## config.mk

```make
export PLATFORM = sky130hd
export DESIGN_NAME = pattern_gen_flat
export DESIGN_NICKNAME = d
export VERILOG_FILES = /design/src/rtl/pattern_gen_if.sv /design/src/rtl/pattern_gen.sv /design/src/flat_wrapper.sv
export SDC_FILE = /design/constraint.sdc
export NUM_CORES = 1
export LEC_CHECK = 0
export CAP_MARGIN = 20
export CORE_UTILIZATION = 50
export CTS_CLUSTER_DIAMETER = 50
export DETAILED_ROUTE_END_ITERATION = 7
export PLACE_DENSITY = 0.8
export SLEW_MARGIN = 20
export SYNTH_ARGS = -nofsm -noshare
export SYNTH_HDL_FRONTEND = slang
export SYNTH_SLANG_ARGS = --single-unit
export TNS_END_PERCENT = 100
```

## constraint.sdc

```tcl
create_clock -name pix_clk -period 2.9 [get_ports pix_clk]
set_clock_uncertainty 0.05 [all_clocks]
set_input_delay 0.58 -clock pix_clk [delete_from_list [all_inputs] [get_ports pix_clk]]
set_output_delay 0.58 -clock pix_clk [all_outputs]
set_load 0.01 [all_outputs]
```

## src/rtl/pattern_gen_if.sv

```systemverilog
// rtl/pattern_gen_if.sv - video timing input / pixel output bundle for pattern_gen
//
// master : timing-generator / sink side (drives in_*, receives out_* and RGB)
// slave  : pattern_gen side (receives in_*, drives out_* and RGB)
//
// in_vsync, in_hsync, in_de : timing from the VESA generator, active-high
// column, row               : active-area coordinates, valid when in_de=1
// out_vsync, out_hsync      : syncs delayed to line up with RGB
// out_de                    : data enable delayed to line up with RGB
// red, green, blue          : 8-bit pixel colour, zero when out_de=0
interface pattern_gen_if;
    logic        in_vsync;
    logic        in_hsync;
    logic        in_de;
    logic [10:0] column;
    logic [10:0] row;
    logic        out_vsync;
    logic        out_hsync;
    logic        out_de;
    logic [7:0]  red;
    logic [7:0]  green;
    logic [7:0]  blue;

    modport master (
        output in_vsync, in_hsync, in_de, column, row,
        input  out_vsync, out_hsync, out_de, red, green, blue
    );

    modport slave (
        input  in_vsync, in_hsync, in_de, column, row,
        output out_vsync, out_hsync, out_de, red, green, blue
    );
endinterface

```

## src/rtl/pattern_gen.sv

```systemverilog
// rtl/pattern_gen.sv - four-pattern video test source with 2-cycle latency
//
// Ports:
//   pix_clk     : pixel clock, all state updates on its rising edge
//   rst         : synchronous reset, active-high
//   pattern_sel : requested pattern, taken only on the in_vsync rising edge
//                 0 colour bars, 1 gray ramp, 2 checkerboard, 3 moving square
//   vid         : pattern_gen_if.slave (timing in, delayed syncs + RGB out)
//   frame_count : frames since reset, wraps at 256
//
// Build option: define PATTERN_GEN_BORDER_EN to overlay a 1-pixel white
// border on the active area; otherwise the output is the pure pattern.
module pattern_gen #(
    parameter int H_ACTIVE  = 1280,
    parameter int V_ACTIVE  = 720,
    parameter int BAR_WIDTH = 160,
    parameter int BOX_SIZE  = 64
) (
    input  logic         pix_clk,
    input  logic         rst,
    input  logic [1:0]   pattern_sel,
    pattern_gen_if.slave vid,
    output logic [7:0]   frame_count
);
    localparam logic [10:0] BAR_LAST = 11'(BAR_WIDTH - 1);
    localparam logic [10:0] BOX_LEN  = 11'(BOX_SIZE);
    localparam logic [10:0] BOX_Y    = 11'(V_ACTIVE / 2 - BOX_SIZE / 2);
`ifdef PATTERN_GEN_BORDER_EN
    localparam logic [10:0] COL_LAST = 11'(H_ACTIVE - 1);
    localparam logic [10:0] ROW_LAST = 11'(V_ACTIVE - 1);
`endif

    logic        vsync_d;
    logic [1:0]  pattern;
    logic [10:0] bar_cnt;
    logic [2:0]  bar_idx;
    logic        frame_start;

    logic        s1_vsync;
    logic        s1_hsync;
    logic        s1_de;
    logic [10:0] s1_col;
    logic [10:0] s1_row;
    logic [1:0]  s1_pat;
    logic [2:0]  s1_bar;

    logic [10:0] box_dx;
    logic [10:0] box_dy;
    logic [23:0] pix;

    // vsync_d resets to 1 so a vsync already high at reset release is not
    // mistaken for a new frame.
    assign frame_start = vid.in_vsync & ~vsync_d;

    // Stage 1: frame bookkeeping, bar run-length counter, input capture.
    always_ff @(posedge pix_clk) begin
        if (rst) begin
            vsync_d     <= 1'b1;
            pattern     <= 2'd0;
            frame_count <= 8'd0;
            bar_cnt     <= 11'd0;
            bar_idx     <= 3'd0;
            s1_vsync    <= 1'b0;
            s1_hsync    <= 1'b0;
            s1_de       <= 1'b0;
            s1_col      <= 11'd0;
            s1_row      <= 11'd0;
            s1_pat      <= 2'd0;
            s1_bar      <= 3'd0;
        end else begin
            vsync_d <= vid.in_vsync;
            if (frame_start) begin
                pattern     <= pattern_sel;
                frame_count <= frame_count + 8'd1;
            end

            // Bars follow the length of the current de run, not the column,
            // so they restart at every de rising edge.
            if (!vid.in_de) begin
                bar_cnt <= 11'd0;
                bar_idx <= 3'd0;
            end else if (bar_cnt == BAR_LAST) begin
                bar_cnt <= 11'd0;
                bar_idx <= bar_idx + 3'd1;
            end else begin
                bar_cnt <= bar_cnt + 11'd1;
            end

            s1_vsync <= vid.in_vsync;
            s1_hsync <= vid.in_hsync;
            s1_de    <= vid.in_de;
            s1_col   <= vid.column;
            s1_row   <= vid.row;
            s1_pat   <= pattern;
            s1_bar   <= bar_idx;
        end
    end

    // Colour for the stage-1 pixel. Box offsets are unsigned 11-bit, so a
    // pixel left of / above the origin wraps to a large value and misses.
    always_comb begin
        pix    = 24'h000000;
        box_dx = s1_col - {1'b0, frame_count, 2'b00};
        box_dy = s1_row - BOX_Y;
        case (s1_pat)
            2'd0:    pix = {{8{s1_bar[2]}}, {8{s1_bar[1]}}, {8{s1_bar[0]}}};
            2'd1:    pix = {3{s1_col[7:0]}};
            2'd2:    pix = (s1_col[5] ^ s1_row[5]) ? 24'hFFFFFF : 24'h000000;
            default: pix = (box_dx < BOX_LEN && box_dy < BOX_LEN) ? 24'hFFFFFF : 24'h0000FF;
        endcase
`ifdef PATTERN_GEN_BORDER_EN
        if (s1_col == 11'd0 || s1_col == COL_LAST || s1_row == 11'd0 || s1_row == ROW_LAST)
            pix = 24'hFFFFFF;
`endif
        if (!s1_de)
            pix = 24'h000000;
    end

    // Stage 2: output registers.
    always_ff @(posedge pix_clk) begin
        if (rst) begin
            vid.out_vsync <= 1'b0;
            vid.out_hsync <= 1'b0;
            vid.out_de    <= 1'b0;
            vid.red       <= 8'd0;
            vid.green     <= 8'd0;
            vid.blue      <= 8'd0;
        end else begin
            vid.out_vsync <= s1_vsync;
            vid.out_hsync <= s1_hsync;
            vid.out_de    <= s1_de;
            vid.red       <= pix[23:16];
            vid.green     <= pix[15:8];
            vid.blue      <= pix[7:0];
        end
    end
endmodule

```

## src/flat_wrapper.sv

```systemverilog
// flat-port wrapper written by rule: the top's interface ports become plain ports
module pattern_gen_flat 
#(
    parameter int H_ACTIVE  = 1280,
    parameter int V_ACTIVE  = 720,
    parameter int BAR_WIDTH = 160,
    parameter int BOX_SIZE  = 64
)
  (pix_clk, rst, pattern_sel, frame_count, vid_in_vsync, vid_in_hsync, vid_in_de, vid_column, vid_row, vid_out_vsync, vid_out_hsync, vid_out_de, vid_red, vid_green, vid_blue);
  pattern_gen_if vid_i ();
  input  logic pix_clk;
  input  logic rst;
  input  logic [1:0] pattern_sel;
  output logic [7:0] frame_count;
  input wire logic [$bits(vid_i.in_vsync)-1:0] vid_in_vsync;
  input wire logic [$bits(vid_i.in_hsync)-1:0] vid_in_hsync;
  input wire logic [$bits(vid_i.in_de)-1:0] vid_in_de;
  input wire logic [$bits(vid_i.column)-1:0] vid_column;
  input wire logic [$bits(vid_i.row)-1:0] vid_row;
  output wire logic [$bits(vid_i.out_vsync)-1:0] vid_out_vsync;
  output wire logic [$bits(vid_i.out_hsync)-1:0] vid_out_hsync;
  output wire logic [$bits(vid_i.out_de)-1:0] vid_out_de;
  output wire logic [$bits(vid_i.red)-1:0] vid_red;
  output wire logic [$bits(vid_i.green)-1:0] vid_green;
  output wire logic [$bits(vid_i.blue)-1:0] vid_blue;
  assign vid_i.in_vsync = vid_in_vsync;
  assign vid_i.in_hsync = vid_in_hsync;
  assign vid_i.in_de = vid_in_de;
  assign vid_i.column = vid_column;
  assign vid_i.row = vid_row;
  assign vid_out_vsync = vid_i.out_vsync;
  assign vid_out_hsync = vid_i.out_hsync;
  assign vid_out_de = vid_i.out_de;
  assign vid_red = vid_i.red;
  assign vid_green = vid_i.green;
  assign vid_blue = vid_i.blue;
  pattern_gen #(.H_ACTIVE(H_ACTIVE), .V_ACTIVE(V_ACTIVE), .BAR_WIDTH(BAR_WIDTH), .BOX_SIZE(BOX_SIZE)) u_core (.pix_clk(pix_clk), .rst(rst), .pattern_sel(pattern_sel), .vid(vid_i), .frame_count(frame_count));
endmodule
```

After elaboration in Yosys (flattened, before gate mapping)
Index checks and enable logic that the tools add are counted. Widths: inputs -> output; s select.

Logic and storage cells: 41. Output and inout bits: 35. Register bits after elaboration: 82. Input port bits: 29.

Order comparisons: 2. Reductions and logical operators: 5. Equality and inequality tests: 3. Add/sub/neg operators: 5. Muxes and demuxes: 3. Bitwise operators: 5.

Operators by type and width (count): $pmux 24 s3 (1); $mux 24 (2); $lt 11x7->1 const B (2); $add 11x1->11 const B (1); $eq 11x8->1 const B (1); $sub 11x10->11 (1); $sub 11x9->11 const B (1); $add 8x1->8 const B (1); $reduce_or 2->1 (2); $add 3x1->3 const B (1); $not 1->1 (3); $reduce_or 3->1 (1); $eq 2x1->1 const B (1); $eq 2x2->1 const B (1); $logic_not 2->1 (1); $and 1x1->1 (1); $logic_and 1x1->1 (1); $xor 1x1->1 (1).

Longest topological paths before layout
Gate-level depths: netlist of run 1.

Word-level depth: 5. Depth in mapped cells: 8. Mapped depth without buffers: 8.

Least setup slack after synthesis of run 1
No wires, ideal clock.

Path kind: reg-to-reg. Start: reg u_core.frame_count[7]. End: reg u_core.vid.red[0]. Stages on the path, launching flop included: 8. Setup time: 0.123 ns. Clock period less this slack: 2.312 ns. Slack: 0.588 ns. Buffers on the path: 0. Data required time: 2.727 ns. Arrival: 2.138 ns. Cell sequence: dfxtp_1 -> inv_1 -> ha_1 -> nand2b_1 -> a2111oi_0 -> a2111oi_4 -> a41oi_4 -> nand2_1.

Longest elaborated chain between the ends: 5.

Ends and longest elaborated chain: start, declared (line pattern_gen.sv:23) `output logic [7:0] frame_count`; start signal, assigned (line pattern_gen.sv:74) `frame_count <= frame_count + 8'd1;`; $sub 11x10->11 (line pattern_gen.sv:103) `box_dx = s1_col - {1'b0, frame_count, 2'b00};`; $lt 11x7->1 (line pattern_gen.sv:109) `default: pix = (box_dx < BOX_LEN && box_dy < BOX_LEN) ? 24'hFFFFFF : 24'h0000FF;`; $logic_and 1x1->1 (line pattern_gen.sv:109); $mux 24 (line pattern_gen.sv:109); $pmux 24 s3 (line pattern_gen.sv:105) `case (s1_pat)`; end signal, assigned (line pattern_gen.sv:132) `vid.red <= pix[23:16];`; end, declared (line pattern_gen_if.sv:31) `output out_vsync, out_hsync, out_de, red, green, blue`.

Every way passes these cells. A chain may end at the register's enable or synchronous reset.

Worst setup path in the final report of run 1
Start: reg u_core.frame_count[1]. End: reg u_core.vid.red[3].

Same word-level chain as after synthesis.

==> metrics.txt, run 1 <==
# TYPE chip_impl_metric gauge
chip_impl_metric{name="number_of_global_route_vias_before_repair",unit=""} 2097
chip_impl_metric{name="irDropWorstVdd",unit="uV"} 389.8
chip_impl_info{name="synth_top_cell_by_area",value="dfxtp_1"} 1
chip_impl_metric{name="synth_register_bits",unit=""} 79
chip_impl_metric{name="wire_length_of_the_first_global_routing_pass",unit="um"} 9673
chip_impl_metric{name="floorplan.initialDensity",unit="%"} 52.07
chip_impl_metric{name="synthArstFlopShare",unit="%"} 0
chip_impl_metric{name="worst_slack",unit="ps"} 373.2
chip_impl_info{name="root_buffer",value="clkbuf_8"} 1
chip_impl_metric{name="final.period_utilization",unit="%"} 87.13
chip_impl_metric{name="io_pins",unit=""} 64
chip_impl_metric{name="routed_wire_length_per_instance",unit="um"} 12.40
chip_impl_info{name="area_contributors_post_synth",value="dfxtp_1, nor2b_1, nand2_1"} 1
chip_impl_info{name="worstSetupStartpointType",value="register"} 1
chip_impl_metric{name="edff_count_synth",unit=""} 0
chip_impl_metric{name="die-area",unit="um^2"} 6484
chip_impl_metric{name="placement.cell_area",unit="um^2"} 3777
chip_impl_metric{name="fmaxAchievable",unit="MHz"} 395.8
chip_impl_metric{name="placement_rows",unit=""} 28
chip_impl_metric{name="worstSkewPairLatency",unit="ps"} 330
chip_impl_info{name="path_class",value="reg2reg"} 1
chip_impl_metric{name="initialDrtViolationCount",unit=""} 141
chip_impl_metric{name="numCtsBuffers",unit=""} 9
chip_impl_metric{name="nets",unit=""} 427
chip_impl_metric{name="ctsResizeCount",unit=""} 0
chip_impl_metric{name="clk_transition_reported_paths",unit="ps"} 80
chip_impl_metric{name="max_transition_viols_final",unit=""} 0
chip_impl_metric{name="synth_top_cell_area_share",unit="%"} 51.30
chip_impl_metric{name="leakagePower",unit="uW"} 0.001610
chip_impl_metric{name="synth.net_count",unit=""} 361
chip_impl_metric{name="setup_slack_after_placement",unit="ps"} 209.3
chip_impl_metric{name="post-route-min-period",unit="ps"} 2527
chip_impl_metric{name="worst_hold_slack",unit="ps"} 403.4
chip_impl_info{name="tritoncts",value="built"} 1
chip_impl_metric{name="clock-sinks",unit=""} 79
chip_impl_metric{name="grt_usage",unit="%"} 19.89
chip_impl_metric{name="synth_compound_gate_area_share",unit="%"} 10.15
chip_impl_metric{name="tns",unit="ps"} 0
chip_impl_metric{name="cts_post_setup_buffers_inserted",unit=""} 0
chip_impl_metric{name="critPathRequiredTime",unit="ps"} 3070
chip_impl_info{name="worstHoldPathType",value="reg2reg"} 1
chip_impl_metric{name="drcViolationCount",unit=""} 0
chip_impl_info{name="run_status",value="completed"} 1
chip_impl_info{name="synth_top_family_by_area",value="simple AND/OR/NAND/NOR gates"} 1
chip_impl_metric{name="grtUsageMet2",unit="%"} 31.02
chip_impl_metric{name="postSynthCellCount",unit=""} 322
chip_impl_metric{name="clock_tree.htree_level_count",unit=""} 3
chip_impl_metric{name="grt_start_max_net_pins",unit=""} 41
chip_impl_info{name="endpoint_kind",value="register"} 1
chip_impl_metric{name="yosysSeqAreaShare",unit="%"} 51.30
chip_impl_metric{name="synthToLayoutAreaGrowth",unit="%"} 28.04
chip_impl_metric{name="drive_above_1_share",unit="%"} 7.417
chip_impl_metric{name="avgViaCountPerCell",unit=""} 4.925
chip_impl_metric{name="powerDensity",unit="nW/um^2"} 505.7
chip_impl_metric{name="number_of_different_library_cells_in_the_post_synthesis_netlist",unit=""} 45
chip_impl_metric{name="critical_path_peak_fanout",unit=""} 8
chip_impl_metric{name="floorplan.core_area",unit="um^2"} 5921
chip_impl_info{name="most-common-layout-cells",value="dfxtp_1, clkdlybuf4s50_1, nand2_1, nor2b_1, nor2_1"} 1
chip_impl_metric{name="yosys.area_share.xor_xnor",unit="%"} 5.925
chip_impl_metric{name="final_design_area_no_fill",unit="um^2"} 3948
chip_impl_metric{name="finalHoldViolations",unit=""} 0
chip_impl_metric{name="synthesis.yosys.warnings",unit=""} 0
chip_impl_metric{name="holdPathStages",unit=""} 1
chip_impl_info{name="layout.cells.most_common",value="dfxtp_1"} 1
chip_impl_metric{name="tightest_slew",unit="ps"} 803.1
chip_impl_metric{name="placement.io_buffers",unit=""} 60
chip_impl_metric{name="detail_route.first_pass.iterations",unit=""} 4
chip_impl_metric{name="die_h",unit="um"} 80.53
chip_impl_metric{name="ff2ff_path_depth",unit=""} 7
chip_impl_metric{name="gr-total-overflow",unit=""} 0
chip_impl_metric{name="synthSimpleGateAreaFrac",unit="%"} 24.23
chip_impl_info{name="grt_most_used_layer",value="met2"} 1
chip_impl_metric{name="max_cap_viol_count",unit=""} 0
chip_impl_metric{name="die_w",unit="um"} 80.53
chip_impl_metric{name="synth_area",unit="um^2"} 3083
chip_impl_metric{name="gr-usage-met3",unit="%"} 4.432
chip_impl_metric{name="synthAdderAreaFrac",unit="%"} 4.058
chip_impl_metric{name="use_met1",unit="%"} 25.46
chip_impl_metric{name="route.final.wire_length",unit="um"} 5778
chip_impl_metric{name="max-slew-margin-rel",unit="%"} 46.32
chip_impl_metric{name="synthesis.area_per_instance",unit="um^2"} 9.574
chip_impl_metric{name="num_vias",unit=""} 2295
chip_impl_metric{name="antenna-diode-count",unit=""} 0
chip_impl_metric{name="ant_nets",unit=""} 0
chip_impl_metric{name="place.gp.congestion",unit=""} 0.8130
chip_impl_metric{name="maximum_buffer_depth_of_the_clock_tree",unit=""} 2
chip_impl_metric{name="dp.final_hpwl",unit="um"} 4199
chip_impl_metric{name="final_core_util",unit="%"} 66.67
chip_impl_metric{name="worstPathArrival",unit="ps"} 2690
chip_impl_metric{name="finalSetupViolations",unit=""} 0
chip_impl_info{name="unrepaired_setup_endpoints_after_global_routing",value="false"} 1
chip_impl_metric{name="cts_hold_buffers",unit=""} 0
chip_impl_metric{name="synth.area.mux_share",unit="%"} 1.299
chip_impl_info{name="synth_top_flop_cell",value="dfxtp_1"} 1
chip_impl_metric{name="initial_antenna_violation_count",unit=""} 0
registers in the layout (all words and copies together), names as in the netlist, 2 cells and up:
signal / cells
u_core.bar_cnt: 11
u_core.s1_col: 11
u_core.frame_count: 8
u_core.s1_row: 8
u_core.vid.blue: 8
u_core.vid.green: 8
u_core.vid.red: 8
u_core.bar_idx: 3
u_core.s1_bar: 3
u_core.pattern: 2
u_core.s1_pat: 2
report_power, final:
group	total, uW	switching, uW	internal, uW	leakage [uW]
sequential	1120	14.7	1110	0.000644
clock	713	365	348	0.0000914
combinational	160	76.6	83.7	0.000875
final timing paths:
check / start / to / slack (ps)
worst min register to register: u_core.s1_hsync$_SDFF_PP0_ / u_core.vid.out_hsync$_SDFF_PP0_ / 400
worst max-delay path: u_core.frame_count[1]$_SDFFE_PP0P_ / u_core.vid.red[3]$_SDFF_PP0_ / 370
worst max register to register: u_core.frame_count[1]$_SDFFE_PP0P_ / u_core.vid.red[3]$_SDFF_PP0_ / 370
worst min-delay path: u_core.s1_hsync$_SDFF_PP0_ / u_core.vid.out_hsync$_SDFF_PP0_ / 400
metrics by stage:
step | total power (uW) | cells
after CTS | 2020 | 466
after global placement | 1305 | 452
after global routing | 2086 | 466
final | 1996 | 466
after floorplan | 1239 | 322
after detailed placement | 1308 | 452
critical path: stages (launching register included):
cell and delay [ps]:
dfxtp_1 370, inv_1 80, ha_1 310, a2111oi_1 720, o21ai_0 150, and4bb_2 300
a41oi_4 330, nand2_1 100
layer usage:
metal	vias to the layer above	share of wire, %	routed length, um
met5	-	0	0
met3	8	3.7	214
met4	0	1.4	80
met2	57	48	2778
li1	1196	-	-
met1	1034	47	2704
layout make-up:
class	count	area, um^2
fillers	497	1973
flip-flops and latches	79	1582
multi-input cells	218	1408
repair buffers	65	638.1
clock buffers	11	151.4
well taps	75	93.84
inverters	15	56.30
clock inverters	3	18.77
cell usage after synthesis (7+ instances only):
cell type and count:
nor2_1 27, dfxtp_1 79, xor2_1 8, inv_1 13, a21oi_1 12, xnor2_1 11
clkbuf_1 9, ha_1 10, nor2b_1 33, nand3_1 7, nand2_1 50, o21ai_0 10
cell families (layout without fill, tap and decap cells):
logic type      after synthesis  after routing
fa+ha+maj                    10             10
buf+inv                      25             94
xor+xnor                     20             20
simple gates                147            147
compound gates               37             37
mux                           4              4
flops                        79             79
No activity file was read; power rests on OpenSTA's default activity.
==> inputs of run 2 (changes only) <==
- PLACE_DENSITY: 0.8 -> default
- PLACE_DENSITY_LB_ADDON: default -> 0.2
==> metrics.txt, run 2 (synthesis gave the netlist of run 1 again) <==
# TYPE chip_impl_metric gauge
chip_impl_info{name="worstSetupStartpointType",value="register"} 1
chip_impl_metric{name="floorplan.core_area",unit="um^2"} 5921
chip_impl_metric{name="drive_above_1_share",unit="%"} 7.125
chip_impl_metric{name="ctsResizeCount",unit=""} 0
chip_impl_metric{name="cts_hold_buffers",unit=""} 0
chip_impl_metric{name="clock-sinks",unit=""} 79
chip_impl_info{name="layout.cells.most_common",value="dfxtp_1"} 1
chip_impl_metric{name="post-route-min-period",unit="ps"} 2467
chip_impl_metric{name="placement.io_buffers",unit=""} 60
chip_impl_metric{name="initialDrtViolationCount",unit=""} 125
chip_impl_metric{name="worstSkewPairLatency",unit="ps"} 340
chip_impl_metric{name="max_transition_viols_final",unit=""} 0
chip_impl_metric{name="route.final.wire_length",unit="um"} 5720
chip_impl_metric{name="num_vias",unit=""} 2287
chip_impl_metric{name="initial_antenna_violation_count",unit=""} 0
chip_impl_metric{name="fmaxAchievable",unit="MHz"} 405.4
chip_impl_info{name="worstHoldPathType",value="reg2reg"} 1
chip_impl_metric{name="synthToLayoutAreaGrowth",unit="%"} 27.64
chip_impl_info{name="unrepaired_setup_endpoints_after_global_routing",value="false"} 1
chip_impl_metric{name="antenna-diode-count",unit=""} 0
chip_impl_metric{name="numCtsBuffers",unit=""} 9
chip_impl_metric{name="grt_start_max_net_pins",unit=""} 41
chip_impl_metric{name="worst-r2r-setup-slack",unit="ps"} 430
chip_impl_metric{name="die_w",unit="um"} 80.53
chip_impl_info{name="root_buffer",value="clkbuf_8"} 1
chip_impl_metric{name="final_core_util",unit="%"} 66.46
chip_impl_metric{name="instances_no_fill",unit=""} 468
chip_impl_metric{name="nets",unit=""} 427
chip_impl_metric{name="grt_usage",unit="%"} 19.19
chip_impl_metric{name="finalHoldViolations",unit=""} 0
chip_impl_metric{name="critPathRequiredTime",unit="ps"} 3070
chip_impl_info{name="most-common-layout-cells",value="dfxtp_1, clkdlybuf4s50_1, nand2_1, nor2b_1, nor2_1"} 1
chip_impl_metric{name="io_pins",unit=""} 64
chip_impl_metric{name="die-area",unit="um^2"} 6484
chip_impl_metric{name="max_cap_viol_count",unit=""} 0
chip_impl_metric{name="placement_rows",unit=""} 28
chip_impl_info{name="endpoint_kind",value="register"} 1
chip_impl_metric{name="placed_cells",unit=""} 452
chip_impl_metric{name="tightest_slew",unit="ps"} 748.2
chip_impl_metric{name="dp.final_hpwl",unit="um"} 4183
chip_impl_metric{name="die_h",unit="um"} 80.53
chip_impl_metric{name="final.period_utilization",unit="%"} 85.06
chip_impl_metric{name="detail_route.first_pass.iterations",unit=""} 4
chip_impl_metric{name="worstPathArrival",unit="ps"} 2640
chip_impl_info{name="path_class",value="reg2reg"} 1
chip_impl_info{name="tritoncts",value="built"} 1
chip_impl_metric{name="finalSetupViolations",unit=""} 0
chip_impl_metric{name="powerDensity",unit="nW/um^2"} 499.7
chip_impl_metric{name="leakagePower",unit="uW"} 0.001599
chip_impl_info{name="biggestRegsByFlops",value="u_core.bar_cnt x11, u_core.s1_col x11"} 1
chip_impl_metric{name="irDropWorstVdd",unit="uV"} 286.4
chip_impl_metric{name="ant_nets",unit=""} 0
chip_impl_metric{name="maximum_buffer_depth_of_the_clock_tree",unit=""} 2
chip_impl_metric{name="routed_wire_length_per_instance",unit="um"} 12.22
chip_impl_metric{name="clock_tree.htree_level_count",unit=""} 3
chip_impl_metric{name="cts_post_setup_buffers_inserted",unit=""} 0
chip_impl_metric{name="clk_transition_reported_paths",unit="ps"} 70
chip_impl_metric{name="critical_path_peak_fanout",unit=""} 8
chip_impl_metric{name="floorplan.initialDensity",unit="%"} 52.07
chip_impl_metric{name="tns",unit="ps"} 0
chip_impl_metric{name="drcViolationCount",unit=""} 0
chip_impl_info{name="run_status",value="completed"} 1
chip_impl_metric{name="max-slew-margin-rel",unit="%"} 50.00
chip_impl_metric{name="gr-total-overflow",unit=""} 0
chip_impl_metric{name="avgViaCountPerCell",unit=""} 4.887
chip_impl_metric{name="number_of_global_route_vias_before_repair",unit=""} 2063
chip_impl_metric{name="wire_length_of_the_first_global_routing_pass",unit="um"} 9266
chip_impl_metric{name="place.gp.congestion",unit=""} 0.8156
==> run 2: cell types whose count changed in the layout (fill, tap and decap cells not counted), sizes merged <==
cell,before,now
clkinv,3,4
clkbuf,11,12
clkinvlp,0,1
inv,15,14
==> run 2: final cells by class <==
cell class / instances / area [um^2]
multi-input combinational: 218 / 1408
sequential: 79 / 1582
clock inverter: 4 / 22.52
tap: 75 / 93.84
inverter: 15 / 56.30
timing repair buffer: 65 / 638.1
clock buffer: 12 / 135.1
fill: 503 / 1986
==> run 2: worst paths after layout <==
check                                                       end  cells past startpoint                          startpoint
worst max register to register   u_core.vid.green[5]$_SDFF_PP0_                      7  u_core.frame_count[1]$_SDFFE_PP0P_
worst max-delay path             u_core.vid.green[5]$_SDFF_PP0_                      7  u_core.frame_count[1]$_SDFFE_PP0P_
worst min register to register  u_core.vid.out_hsync$_SDFF_PP0_                      1          u_core.s1_hsync$_SDFF_PP0_
worst min-delay path            u_core.vid.out_hsync$_SDFF_PP0_                      1          u_core.s1_hsync$_SDFF_PP0_
==> run 2: critical path, cell delays in order, from the launching register on <==
cell and delay (ps):
dfxtp_1 370, inv_1 80, ha_1 310, a2111oi_1 680, o21ai_0 130, and4bb_2 290
a41oi_4 330, nand2_1 100
==> run 2: where the power goes <==
part / total [uW] / switching [uW] / internal (uW)
sequential: 1120 / 14.4 / 1110
combinational: 159 / 75.3 / 83.6
clock: 685 / 378 / 307
total: 1970 / 467 / 1500
==> run 2: per-layer routing <==
| layer | track usage (%) | wire length [um] |
|---|---|---|
| met5 | 0 | 0 |
| met3 | 5.455 | 237 |
| met2 | 31.02 | 2737 |
| met1 | 23.75 | 2664 |
| met4 | 8.036 | 80 |
==> run 2: stage by stage <==
stage | hold slack [ps] | worst slack (ps) | area [um^2] | power (uW)
after floorplan | 363.8 | 588.5 | 3083 | 1239
after global placement | 365.7 | 260.6 | 3777 | 1305
after detailed placement | 375.3 | 213.7 | 3777 | 1308
after CTS | 393.4 | 437.1 | 3935 | 1981
after global routing | 414.7 | 239.4 | 3935 | 2044
final | 388.7 | 433.4 | 3935 | 1966
